File: config.mk
export PLATFORM = sky130hd
export DESIGN_NAME = cnt_timer_arbiter
export DESIGN_NICKNAME = d
export VERILOG_FILES = /design/src/rtl/cnt_timer_arbiter_pkg.sv /design/src/rtl/cnt_timer_arbiter_ld_upcounter.sv /design/src/rtl/cnt_timer_arbiter.sv
export SDC_FILE = /design/constraint.sdc
export NUM_CORES = 1
export LEC_CHECK = 0
export ABC_CLOCK_PERIOD_IN_PS = 1450
export BUFFER_PORTS_ARGS = -buffer_cell sky130_fd_sc_hd__buf_4
export CORE_ASPECT_RATIO = 1.2
export CORE_MARGIN = 5
export CORE_UTILIZATION = 30
export CTS_CLUSTER_DIAMETER = 100
export DETAILED_ROUTE_END_ITERATION = 6
export GPL_TIMING_DRIVEN = 0
export PLACE_DENSITY_LB_ADDON = 0.1
export SYNTH_ARGS = -nofsm -noshare
export SYNTH_HDL_FRONTEND = slang
export SYNTH_SLANG_ARGS = --single-unit
File: constraint.sdc
create_clock -name clk -period 1.45 [get_ports clk]
set_input_delay 0.145 -clock clk [delete_from_list [all_inputs] [get_ports clk]]
set_output_delay 0.145 -clock clk [all_outputs]
set_load 0.05 [all_outputs]
File: src/rtl/cnt_timer_arbiter_pkg.sv
// rtl/cnt_timer_arbiter_pkg.sv - shared state type and default sizing for the counter arbiter
package cnt_timer_arbiter_pkg;

  localparam int NREQ_DEF = 4;
  localparam int CW_DEF   = 4;

  typedef enum logic [1:0] {
    IDLE = 2'd0,
    LOAD = 2'd1,
    RUN  = 2'd2,
    FIN  = 2'd3
  } state_t;

endpackage

File: src/rtl/cnt_timer_arbiter_ld_upcounter.sv
// rtl/cnt_timer_arbiter_ld_upcounter.sv - loadable CW-bit up-counter with terminal-count flag
module ld_upcounter #(
  parameter int CW = 4
) (
  input  logic          clk,
  input  logic          rst,
  input  logic          load,
  input  logic          en,
  input  logic [CW-1:0] din,
  output logic [CW-1:0] q,
  output logic          tc
);

  always_ff @(posedge clk) begin
    if (rst) begin
      q <= '0;
    end else if (load) begin
      q <= din;
    end else if (en) begin
      q <= q + 1'b1;
    end
  end

  assign tc = &q;

endmodule

File: src/rtl/cnt_timer_arbiter.sv
// rtl/cnt_timer_arbiter.sv - round-robin sharing of one up-counter among NREQ timed requesters
// Optional: CNT_ARB_ABORT_EN lets the owner cancel its interval by dropping req during RUN.
module cnt_timer_arbiter
  import cnt_timer_arbiter_pkg::*;
#(
  parameter int NREQ = NREQ_DEF,
  parameter int CW   = CW_DEF
) (
  input  logic                 clk,
  input  logic                 rst,
  input  logic [NREQ-1:0]      req,
  input  logic [NREQ*CW-1:0]   start_val,
  input  logic                 hold,
  output logic [NREQ-1:0]      grant,
  output logic                 busy,
  output logic [NREQ-1:0]      done,
  output logic [CW-1:0]        count
);

  localparam int IW = (NREQ > 1) ? $clog2(NREQ) : 1;

  state_t        state, state_nxt;
  logic [IW-1:0] last_grant;
  logic [IW-1:0] win_idx;
  logic          any_req;
  logic          cnt_load;
  logic          cnt_en;
  logic          cnt_tc;
  logic          abort;

  // Search starts just after the previous owner so every requester gets a turn.
  function automatic logic [IW-1:0] rr_pick(input logic [NREQ-1:0] r, input logic [IW-1:0] last);
    logic [IW-1:0] pick;
    logic [IW-1:0] cand;
    logic          found;
    int            idx;
    pick  = last;
    found = 1'b0;
    for (int i = 1; i <= NREQ; i++) begin
      idx  = (int'(last) + i) % NREQ;
      cand = idx[IW-1:0];
      if (!found && r[cand]) begin
        pick  = cand;
        found = 1'b1;
      end
    end
    return pick;
  endfunction

  assign any_req = |req;
  assign win_idx = rr_pick(req, last_grant);

`ifdef CNT_ARB_ABORT_EN
  assign abort = (state == RUN) && !req[last_grant];
`else
  assign abort = 1'b0;
`endif

  always_ff @(posedge clk) begin
    if (rst) begin
      state <= IDLE;
    end else begin
      state <= state_nxt;
    end
  end

  always_comb begin
    state_nxt = state;
    case (state)
      IDLE:    if (any_req) state_nxt = LOAD;
      LOAD:    state_nxt = RUN;
      RUN: begin
        if (abort)                state_nxt = IDLE;
        else if (!hold && cnt_tc) state_nxt = FIN;
      end
      FIN:     state_nxt = IDLE;
      default: state_nxt = IDLE;
    endcase
  end

  always_comb begin
    busy     = (state != IDLE);
    cnt_load = (state == LOAD);
    cnt_en   = (state == RUN) && !hold && !cnt_tc && !abort;
  end

  // last_grant doubles as the current owner index while busy.
  always_ff @(posedge clk) begin
    if (rst) begin
      grant      <= '0;
      done       <= '0;
      last_grant <= IW'(NREQ - 1);
    end else begin
      done <= '0;
      case (state)
        IDLE: begin
          if (any_req) begin
            grant      <= NREQ'(1) << win_idx;
            last_grant <= win_idx;
          end
        end
        RUN: begin
          if (abort) grant <= '0;
        end
        FIN: begin
          done  <= grant;
          grant <= '0;
        end
        default: ;
      endcase
    end
  end

  ld_upcounter #(.CW(CW)) u_counter (
    .clk  (clk),
    .rst  (rst),
    .load (cnt_load),
    .en   (cnt_en),
    .din  (start_val[int'(last_grant)*CW +: CW]),
    .q    (count),
    .tc   (cnt_tc)
  );

endmodule

==> impl_metrics.tcl, run 1 <==
set metrics [dict create \
    outcome "completed" \
    detail-route-antenna-nets 0 \
    p_switching_uw 1220 \
    synthSimpleGateAreaFrac_pct 21.5 \
    synth-main-ff-cell "dfxtp_1" \
    reg2reg_to "last_grant[1]" \
    grt_pass1_vias 962 \
    cp_max_fo 8 \
    fin_util_pct 48.1 \
    crit_required_ns 1.63 \
    cts_sinks 16 \
    yosys_warnings 0 \
    synth_compound_area_share_pct 19.4 \
    max_clock_freq_mhz 701 \
    clkPwrFrac_pct 11.2 \
    finalHoldViolCount 0 \
    reg2reg_depth 5 \
    clk_pin_slew_ns 0.11 \
    synth_xor_area_share_pct 1.81 \
    cp.arrival_ns 1.61 \
    dp_cells 165 \
    hpwlAfterDp_um 1900 \
    maxSlewHeadroom_pct 63.0 \
    routedWlPerCell_um 14.2 \
    die_area_sq_um 4460 \
    cp_cell_sequence "buf_6 > and3b_2 > o31ai_4 > nor2_1 > a211o_1" \
    yosys.area_share.adder_pct 7.76 \
    rows 22 \
    final_cells 181 \
    synthArstFlopShare_pct 0 \
    rsz0062_at_grt "yes" \
    synth-seq-area-share_pct 33.1 \
    numPortBuffers 35 \
    place_congestion 0.717 \
    cp-end-kind "flop" \
    power.internal_uw 1550 \
    synthesis.area_sq_um 967 \
    via_per_inst 4.91 \
    r2r-start "last_grant[0]" \
    drt_iter0_markers 8 \
    yosys.area.top_type "dfxtp_1" \
    cp_slowest_cell "dfxtp_2" \
    reg2reg_slack_ns 0.02 \
    cp_slowest_stage_delay_ns 0.34 \
    clock_latency_ns 0.29 \
    cts_tree "yes" \
    synth-seq-cells 16 \
    die_y_um 72.2 \
    p_comb_share_pct 62.3 \
    synthTopCellsByCount "dfxtp_1, nor2_1, ha_1" \
    holdCritStartpoint "rst" \
    post-route-period-util_pct 98.4 \
    syn_nets 123 \
    grt_start_max_net_pins 11 \
    critical_path_class "flop to flop" \
    setup_viol 0 \
    startpoint_type "flop" \
    die_width_um 61.8 \
    fin_nets 175 \
    num_vias 889 \
    routed_wl_um 2570 \
    whs_path_depth 4 \
    gr-total-overflow 0 \
    power.leakage_uw 0.000653 \
    synth_edf_count 0 \
    ios 36 \
    min_path_type "input pin to flop" \
    maxCapViolCount 0 \
    grt_antenna_before_repair 0 \
    synth_top_family_by_area "simple AND/OR/NAND/NOR gates" \
    synth.avg_cell_area_sq_um 10.3 \
    switching_share_pct 44.0 \
    worstMarginPinSlew_ns 0.555 \
    ir_worst_vdd_v 0.00101 \
    diodes 0 \
    drive_gt1_share_pct 55.9 \
    power_uw 2760 \
    p_per_area_nw_per_um2 1860 \
    area_delta_synth_final_pct 53.3 \
    firstDrtPassIters 4 \
    clockBufferDepth 2 \
    post-synth-top-count-cell "dfxtp_1" \
    grt_pass1_wl_um 4070 \
    muxShareOfSynthArea_pct 12.2 \
    h-tree-depth 1 \
    skew_ns 0.00672 \
    drc 0 \
    start_util_pct 31.4 \
    seqPwrFrac_pct 26.6 \
    grt_usage_pct 12.0 \
    fin_area_sq_um 1480 \
    whs_endpoint "grant[1]" \
    synth_cells 94 \
    synth_cell_types 38 \
    period_needed_ns 1.43 \
    ys_top_cells_by_area "dfxtp_1, ha_1, mux4_1" \
    coreArea_sq_um 3080 \
    numCtsBuffers 3 \
    clockRootBuffer "clkbuf_4" \
    synth_top_area_share_pct 33.1 \
    place_area_sq_um 1300 \
    drv_slew 0 \
]
==> routing by layer <==
metal / up-vias / GRT usage [%] / share of wire [%]
met5: - / 0 / 0
met4: 0 / 4.25 / 0.90
met3: 2 / 2.49 / 7.0
met2: 23 / 21.3 / 52
met1: 418 / 13.8 / 41
li1: 446 / - / -
==> through the flow <==
stage / hold slack, ns / worst slack (ns) / setup TNS [ns]
detailed placement: 0.461 / -0.137 / -0.351
global route: 0.168 / -0.0353 / -0.109
CTS: 0.145 / 0.00255 / 0
floorplan: 0.329 / 0.00154 / 0
global placement: 0.460 / -0.0825 / -0.258
finish: 0.151 / 0.0234 / 0
==> critical path: cells and delay by family, from the launching register on <==
kind / cells / cell delay, ns
AO/OA/AOI/OAI: 2 / 0.55
buffers and inverters: 1 / 0.13
AND/OR/NAND/NOR: 2 / 0.30
flip-flops: 1 / 0.34
==> layout make-up <==
| type | instances | area [sq um] |
|---|---|---|
| clock buffer | 4 | 36.3 |
| multi-input combinational | 70 | 663 |
| timing repair buffer | 47 | 353 |
| buffer | 3 | 30.0 |
| tap | 36 | 45.0 |
| inverter | 5 | 21.3 |
| sequential | 16 | 334 |
| fill | 303 | 1600 |
==> state kept, by name, summed over array words and instances (netlist names) <==
signal / cells
grant: 4
state: 2
u_counter.q: 4
done: 4
last_grant: 2
==> power by group through the flow <==
stage | logic [uW] | clock network, uW | registers (uW)
floorplan | 807 | 0 | 975
global placement | 1420 | 0 | 719
detailed placement | 1440 | 0 | 725
CTS | 1550 | 319 | 719
global route | 1860 | 336 | 755
finish | 1720 | 308 | 734
==> placed cells by master (no fill, tap or decap), drive strengths merged, types with 2 or more instances in the layout <==
master   Yosys  final
buf          2     49
dfxtp       16     16
nor2        11     11
ha           6      6
inv          5      5
clkbuf       1      5
and2         4      4
nand2        4      4
nand3        4      4
mux4         4      4
nand2b       3      3
a21oi        3      3
a311oi       3      3
a211oi       3      3
mux2i        2      2
nor2b        2      2
xor2         2      2
a22oi        2      2
and2b        2      2
or3          2      2
o2bb2ai      2      2
==> worst max-delay path by stage <==
stage | from | to | slack, ns | cells past startpoint
6_report | last_grant[0] | last_grant[1] | 0.02 | 5
2_1_floorplan | state[0] | u_counter.q[3] | 0.002 | 6
3_5_place_dp | state[0] | u_counter.q[3] | -0.14 | 6
4_1_cts | state[0] | grant[3] | 0.003 | 5
5_1_grt | last_grant[0] | last_grant[1] | -0.04 | 5
3_3_place_gp | state[0] | u_counter.q[3] | -0.08 | 6
==> timing repair <==
item	in CTS	in global routing
setup buffers	5	7
gates resized for setup	5	11
hold buffers	0	0
setup endpoints to repair	8	11
gates cloned	0	0
pin swaps	5	4
==> logic make-up after synthesis <==
family                     count (synthesis)
AOI/OAI and AO/OA                         19
buffers and inverters                      8
muxes                                      6
DFF                                       16
and+or+nand+nor                           37
xor gates and xnor gates                   2
adders and majority gates                  6
Power figures use the tool's default switching activity.
==> run 2: changes to the inputs <==
--- a/config.mk
+++ b/config.mk
@@ -10,6 +10,7 @@
 export CORE_ASPECT_RATIO = 1.2
 export CORE_MARGIN = 5
 export CORE_UTILIZATION = 30
+export CTS_BUF_LIST = sky130_fd_sc_hd__clkbuf_16
 export CTS_CLUSTER_DIAMETER = 100
 export DETAILED_ROUTE_END_ITERATION = 6
 export GPL_TIMING_DRIVEN = 0
==> run 2 against run 1 <==
Against the previous run: design area up 1.9%; cell count did not move; non-clock buffer count stayed put; largest power group unchanged; core utilization is 0.93 points higher; critical path depth unchanged; sequential share of layout area fell by 0.59 points; setup slack better by 0.026 ns; die area did not move; clock skew shrank 0.0054 ns; fmax rose by 1.8%; combinational power about the same; via count grew 0.90%.
==> impl_metrics.tcl, run 2 (synthesis gave the netlist of run 1 again) <==
set metrics [dict create \
    outcome "completed" \
    numCtsBuffers 3 \
    clock_latency_ns 0.24 \
    area_delta_synth_final_pct 56.3 \
    diodes 0 \
    post-route-period-util_pct 96.6 \
    coreArea_sq_um 3080 \
    startpoint_type "flop" \
    reg.largest.list "done (4), grant (4), u_counter.q (4)" \
    cp_max_fo 8 \
    via_per_inst 4.96 \
    cts_sinks 16 \
    grt_start_max_net_pins 11 \
    detail-route-antenna-nets 0 \
    min_path_type "input pin to flop" \
    drt_iter0_markers 11 \
    routed_wl_um 2470 \
    power.leakage_uw 0.000667 \
    numPortBuffers 35 \
    period_needed_ns 1.40 \
    gr-total-overflow 0 \
    cp-end-kind "flop" \
    grt_pass1_vias 958 \
    maxCapViolCount 0 \
    p_per_area_nw_per_um2 1960 \
    cts_tree "yes" \
    fin_nets 175 \
    drv_slew 0 \
    path_buf_inv 1 \
    rows 22 \
    start_util_pct 31.4 \
    setup_slack_ns 0.0492 \
    clk_pin_slew_ns 0.05 \
    die_area_sq_um 4460 \
    die_width_um 61.8 \
    cp_slowest_stage_delay_ns 0.32 \
    pre_cts_slack_ns -0.137 \
    setup_viol 0 \
    hpwlAfterDp_um 1900 \
    die_y_um 72.2 \
    cp_cell_sequence "buf_6 > and3b_1 > o31ai_4 > nor2_1 > a211o_1" \
    maxSlewHeadroom_pct 61.9 \
    h-tree-depth 1 \
    skew_ns 0.00131 \
    grt_usage_pct 12.0 \
    place_congestion 0.717 \
    hold_buffers 0 \
    firstDrtPassIters 4 \
    fin_hold_ws_ns 0.201 \
    grt_antenna_before_repair 0 \
    max_clock_freq_mhz 714 \
    finalHoldViolCount 0 \
    fin_util_pct 49.0 \
    grt_pass1_wl_um 4040 \
    routedWlPerCell_um 13.7 \
    layout_commonest_cell "buf_4" \
    clockBufferDepth 2 \
    cp.arrival_ns 1.53 \
    layout_common_cells "buf_4, nor2_1, dfxtp_1, and2_1" \
    crit_family "compound AO/OA/AOI/OAI gates" \
    ir_worst_vdd_v 0.00105 \
    critical_path_class "flop to flop" \
    rsz0062_at_grt "yes" \
    worstMarginPinSlew_ns 0.572 \
    num_vias 897 \
    nFillCells 306 \
    clockRootBuffer "clkbuf_16" \
    drc 0 \
    cp_slowest_cell "dfxtp_1" \
    ios 36 \
    crit_required_ns 1.58 \
    drive_gt1_share_pct 52.4 \
]
==> run 2: changes by cell type in the layout (fill, tap and decap cells not counted), sizes merged <==
cell,before,now
clkinv,0,1
clkbuf,5,4
==> run 2: worst reg2reg max path: stages, from the launching register on <==
cell	delay, ns
dfxtp_1	0.32
buf_6	0.13
and3b_1	0.21
o31ai_4	0.28
nor2_1	0.07
a211o_1	0.28
==> run 2: area by class of cell <==
class | instances | area, sq um | area share [%]
tap | 36 | 45.0 | 2.98
clock inverter | 1 | 3.75 | 0.248
buffer | 3 | 26.3 | 1.74
sequential | 16 | 332 | 21.9
multi-input combinational | 70 | 656 | 43.4
inverter | 5 | 21.3 | 1.41
clock buffer | 3 | 75.1 | 4.97
timing repair buffer | 47 | 353 | 23.3
==> run 2: path summary, 6_finish.rpt <==
check | startpoint | end | slack, ns | cells after the start
setup / recovery | last_grant[0] | last_grant[1] | 0.05 | 5
hold / removal | rst | grant[1] | 0.20 | 4
setup reg to reg | last_grant[0] | last_grant[1] | 0.05 | 5
hold reg to reg | grant[1] | grant[1] | 0.48 | 1
==> run 2: metal layers <==
layer,GRT usage (%),vias to the layer above,wire length [um]
met4,4.25,0,23
met2,21.3,23,1300
li1,-,447,-
met1,13.6,425,955
met5,0,-,0
met3,2.49,2,193
==> run 2: power breakdown <==
part           internal [uW]  switching (uW)  total (uW)
Combinational            783             909        1690
Sequential               593             133         725
Clock                    366             174         540
Total                   1740            1220        2960
==> run 2: metrics by stage <==
step | instances | total power, uW | TNS [ns] | instance area, sq um
5_1_grt | 181 | 3150 | -0.0707 | 1510
6_report | 181 | 2960 | 0 | 1510
4_1_cts | 174 | 2810 | 0 | 1440
2_1_floorplan | 94 | 1780 | 0 | 988
3_3_place_gp | 165 | 2140 | -0.258 | 1300
3_5_place_dp | 165 | 2160 | -0.351 | 1300
==> run 2: timing repair <==
action / CTS / global route
buffers inserted: 5 / 7
gates resized for setup: 5 / 6
pin swaps: 4 / 7
endpoints found under the setup margin: 6 / 9
==> run 3: changes to the inputs <==
--- a/config.mk
+++ b/config.mk
@@ -5,12 +5,12 @@
 export SDC_FILE = /design/constraint.sdc
 export NUM_CORES = 1
 export LEC_CHECK = 0
-export ABC_CLOCK_PERIOD_IN_PS = 1450
+export ABC_CLOCK_PERIOD_IN_PS = 1470
 export BUFFER_PORTS_ARGS = -buffer_cell sky130_fd_sc_hd__buf_4
 export CORE_ASPECT_RATIO = 1.2
 export CORE_MARGIN = 5
 export CORE_UTILIZATION = 30
-export CTS_BUF_LIST = sky130_fd_sc_hd__clkbuf_16
+export CTS_BUF_LIST = sky130_fd_sc_hd__clkbuf_8
 export CTS_CLUSTER_DIAMETER = 100
 export DETAILED_ROUTE_END_ITERATION = 6
 export GPL_TIMING_DRIVEN = 0
==> constraint.sdc (replaced) <==
create_clock -name clk -period 1.47 [get_ports clk]
set_input_delay 0.147 -clock clk [delete_from_list [all_inputs] [get_ports clk]]
set_output_delay 0.147 -clock clk [all_outputs]
set_load 0.05 [all_outputs]
==> run 3 against run 2 <==
Against the previous run: die area is the same; fmax decreased by 3.4%; power decreased by 11%; routed wire length decreased by 2.6%; clock skew rose by 0.0034 ns; register-to-register slack worse by 0.03 ns; design area fell by 5.6%; sequential cell count is the same.
==> impl_metrics.tcl, run 3 (synthesis gave the netlist of run 1 again) <==
set metrics [dict create \
    power.internal_uw 1490 \
    period_needed_ns 1.45 \
    ir_worst_vdd_v 0.00103 \
    drc 0 \
    drt_iter0_markers 33 \
    crit_required_ns 1.64 \
    area_delta_synth_final_pct 47.5 \
    h-tree-depth 1 \
    seqPwrFrac_pct 27.4 \
    dr_wl_met2_um 1270 \
    dp_cells 165 \
    cp_slowest_cell "dfxtp_4" \
    routedWlPerCell_um 13.9 \
    startpoint "state[0]" \
    reg2reg_to "u_counter.q[3]" \
    reg2reg_depth 6 \
    crit_end "u_counter.q[3]" \
    place_congestion 0.674 \
    drive_gt1_share_pct 48.2 \
    clkPwrFrac_pct 14.9 \
    maxCapViolCount 0 \
    die_area_sq_um 4460 \
    gr-total-overflow 0 \
    post-route-period-util_pct 98.6 \
    layout_common_cells "buf_4, dfxtp_1, nor2_1" \
    cts_sinks 16 \
    setup_viol 0 \
    worstMarginPinSlew_ns 0.567 \
    finalHoldViolCount 0 \
    whs_path_depth 4 \
    min_path_type "input pin to flop" \
    path_depth 6 \
    outcome "completed" \
    numPortBuffers 35 \
    r2r-start "state[0]" \
    cp_max_fo 4 \
    startpoint_type "flop" \
    drv_slew 0 \
    path_buf_inv 1 \
    max_clock_freq_mhz 690 \
    reg2reg_slack_ns 0.02 \
    power_uw 2630 \
    num_vias 871 \
    fin_nets 167 \
    final_cells 173 \
    start_util_pct 31.4 \
    switching_share_pct 43.4 \
    cp_cell_sequence "inv_4 > ha_4 > and2b_1 > nand2_2 > or3_1 > a311oi_2" \
    p_comb_share_pct 57.7 \
    p_switching_uw 1140 \
    rsz0062_at_grt "yes" \
    fin_hold_ws_ns 0.206 \
    via_per_inst 5.03 \
    die_y_um 72.2 \
    hpwlAfterDp_um 1930 \
    route.met3.wl_um 173 \
    nFillCells 303 \
    detail-route-antenna-nets 0 \
    clockBufferDepth 2 \
    power.leakage_uw 0.000621 \
    top_layer "met4" \
    maxSlewHeadroom_pct 62.2 \
    cts_tree "yes" \
    diodes 0 \
    ios 36 \
    clk_pin_slew_ns 0.07 \
    p_per_area_nw_per_um2 1840 \
    wl_met1_um 924 \
    setup_slack_ns 0.0202 \
    layout_commonest_cell "buf_4" \
    reg.largest.list "done (4), grant (4), u_counter.q (4)" \
    pre_cts_slack_ns -0.0923 \
    die_width_um 61.8 \
    grt_pass1_wl_um 3800 \
    grt_start_max_net_pins 11 \
    fin_util_pct 46.3 \
    grt_usage_pct 11.5 \
    rows 22 \
    clock_latency_ns 0.25 \
    skew_ns 0.00475 \
    crit_family "simple AND/OR/NAND/NOR gates" \
    cp_slowest_stage_delay_ns 0.36 \
    cp-end-kind "flop" \
    coreArea_sq_um 3080 \
    grt_antenna_before_repair 0 \
    clockRootBuffer "clkbuf_8" \
    cp.arrival_ns 1.62 \
    critical_path_class "flop to flop" \
    firstDrtPassIters 4 \
    routed_wl_um 2410 \
    grt_pass1_vias 835 \
    numCtsBuffers 3 \
]
## run 3: changes by cell type in the layout (fill, tap and decap cells not counted), moves of 2 or more
cell | previous run | this run
buf_4 | 47 | 39
clkbuf_16 | 3 | 0
clkbuf_8 | 0 | 4
dfxtp_2 | 3 | 0
dfxtp_4 | 2 | 4
## run 3: how the worst min path moves through the flow
stage               from  slack (ns)  endpoint
CTS                  rst        0.20  grant[3]
floorplan            rst        0.33  grant[1]
global placement     rst        0.47  grant[1]
finish               rst        0.21  grant[3]
global route         rst        0.23  grant[1]
detailed placement   rst        0.46  grant[3]
## run 3: layout make-up
cell class              instances  area, sq um  area share [%]
multi-input cells              70          651            45.6
flip-flops and latches         16          335            23.5
repair buffers                 39          293            20.5
clock buffers                   4         55.1            3.86
well taps                      36         45.0            3.16
plain buffers                   3         26.3            1.84
inverters                       5         21.3            1.49
## run 3: routing by layer
layer | vias up | GRT usage [%]
met4 | 0 | 4.95
li1 | 432 | -
met5 | - | 0
met2 | 23 | 20.0
met1 | 412 | 12.4
met3 | 4 | 3.74
## run 3: worst reg2reg max path, cell delays in order, from the launching register on
cell	delay (ns)
dfxtp_4	0.36
inv_4	0.07
ha_4	0.13
and2b_1	0.16
nand2_2	0.07
or3_1	0.31
a311oi_2	0.26
## run 3: timing repair
action / in CTS / in global routing
resized for setup: 5 / 7
setup endpoints to repair: 6 / 9
buffers inserted: 1 / 3
hold buffers: 0 / 0
pin swaps: 5 / 4
gates cloned: 0 / 0
## run 3: power groups by stage
stage / Sequential [uW] / Clock, uW / Combinational (uW)
final: 719 / 392 / 1520
after detailed placement: 704 / 0 / 1410
after global placement: 703 / 0 / 1400
after floorplan: 959 / 0 / 795
after global routing: 746 / 426 / 1630
after CTS: 705 / 406 / 1460
## run 3: per-stage QoR
| stage | TNS (ns) | cell area, sq um |
|---|---|---|
| after floorplan | 0 | 985 |
| after global placement | -0.167 | 1290 |
| after detailed placement | -0.199 | 1290 |
| after CTS | 0 | 1380 |
| after global routing | -0.0830 | 1430 |
| final | 0 | 1430 |
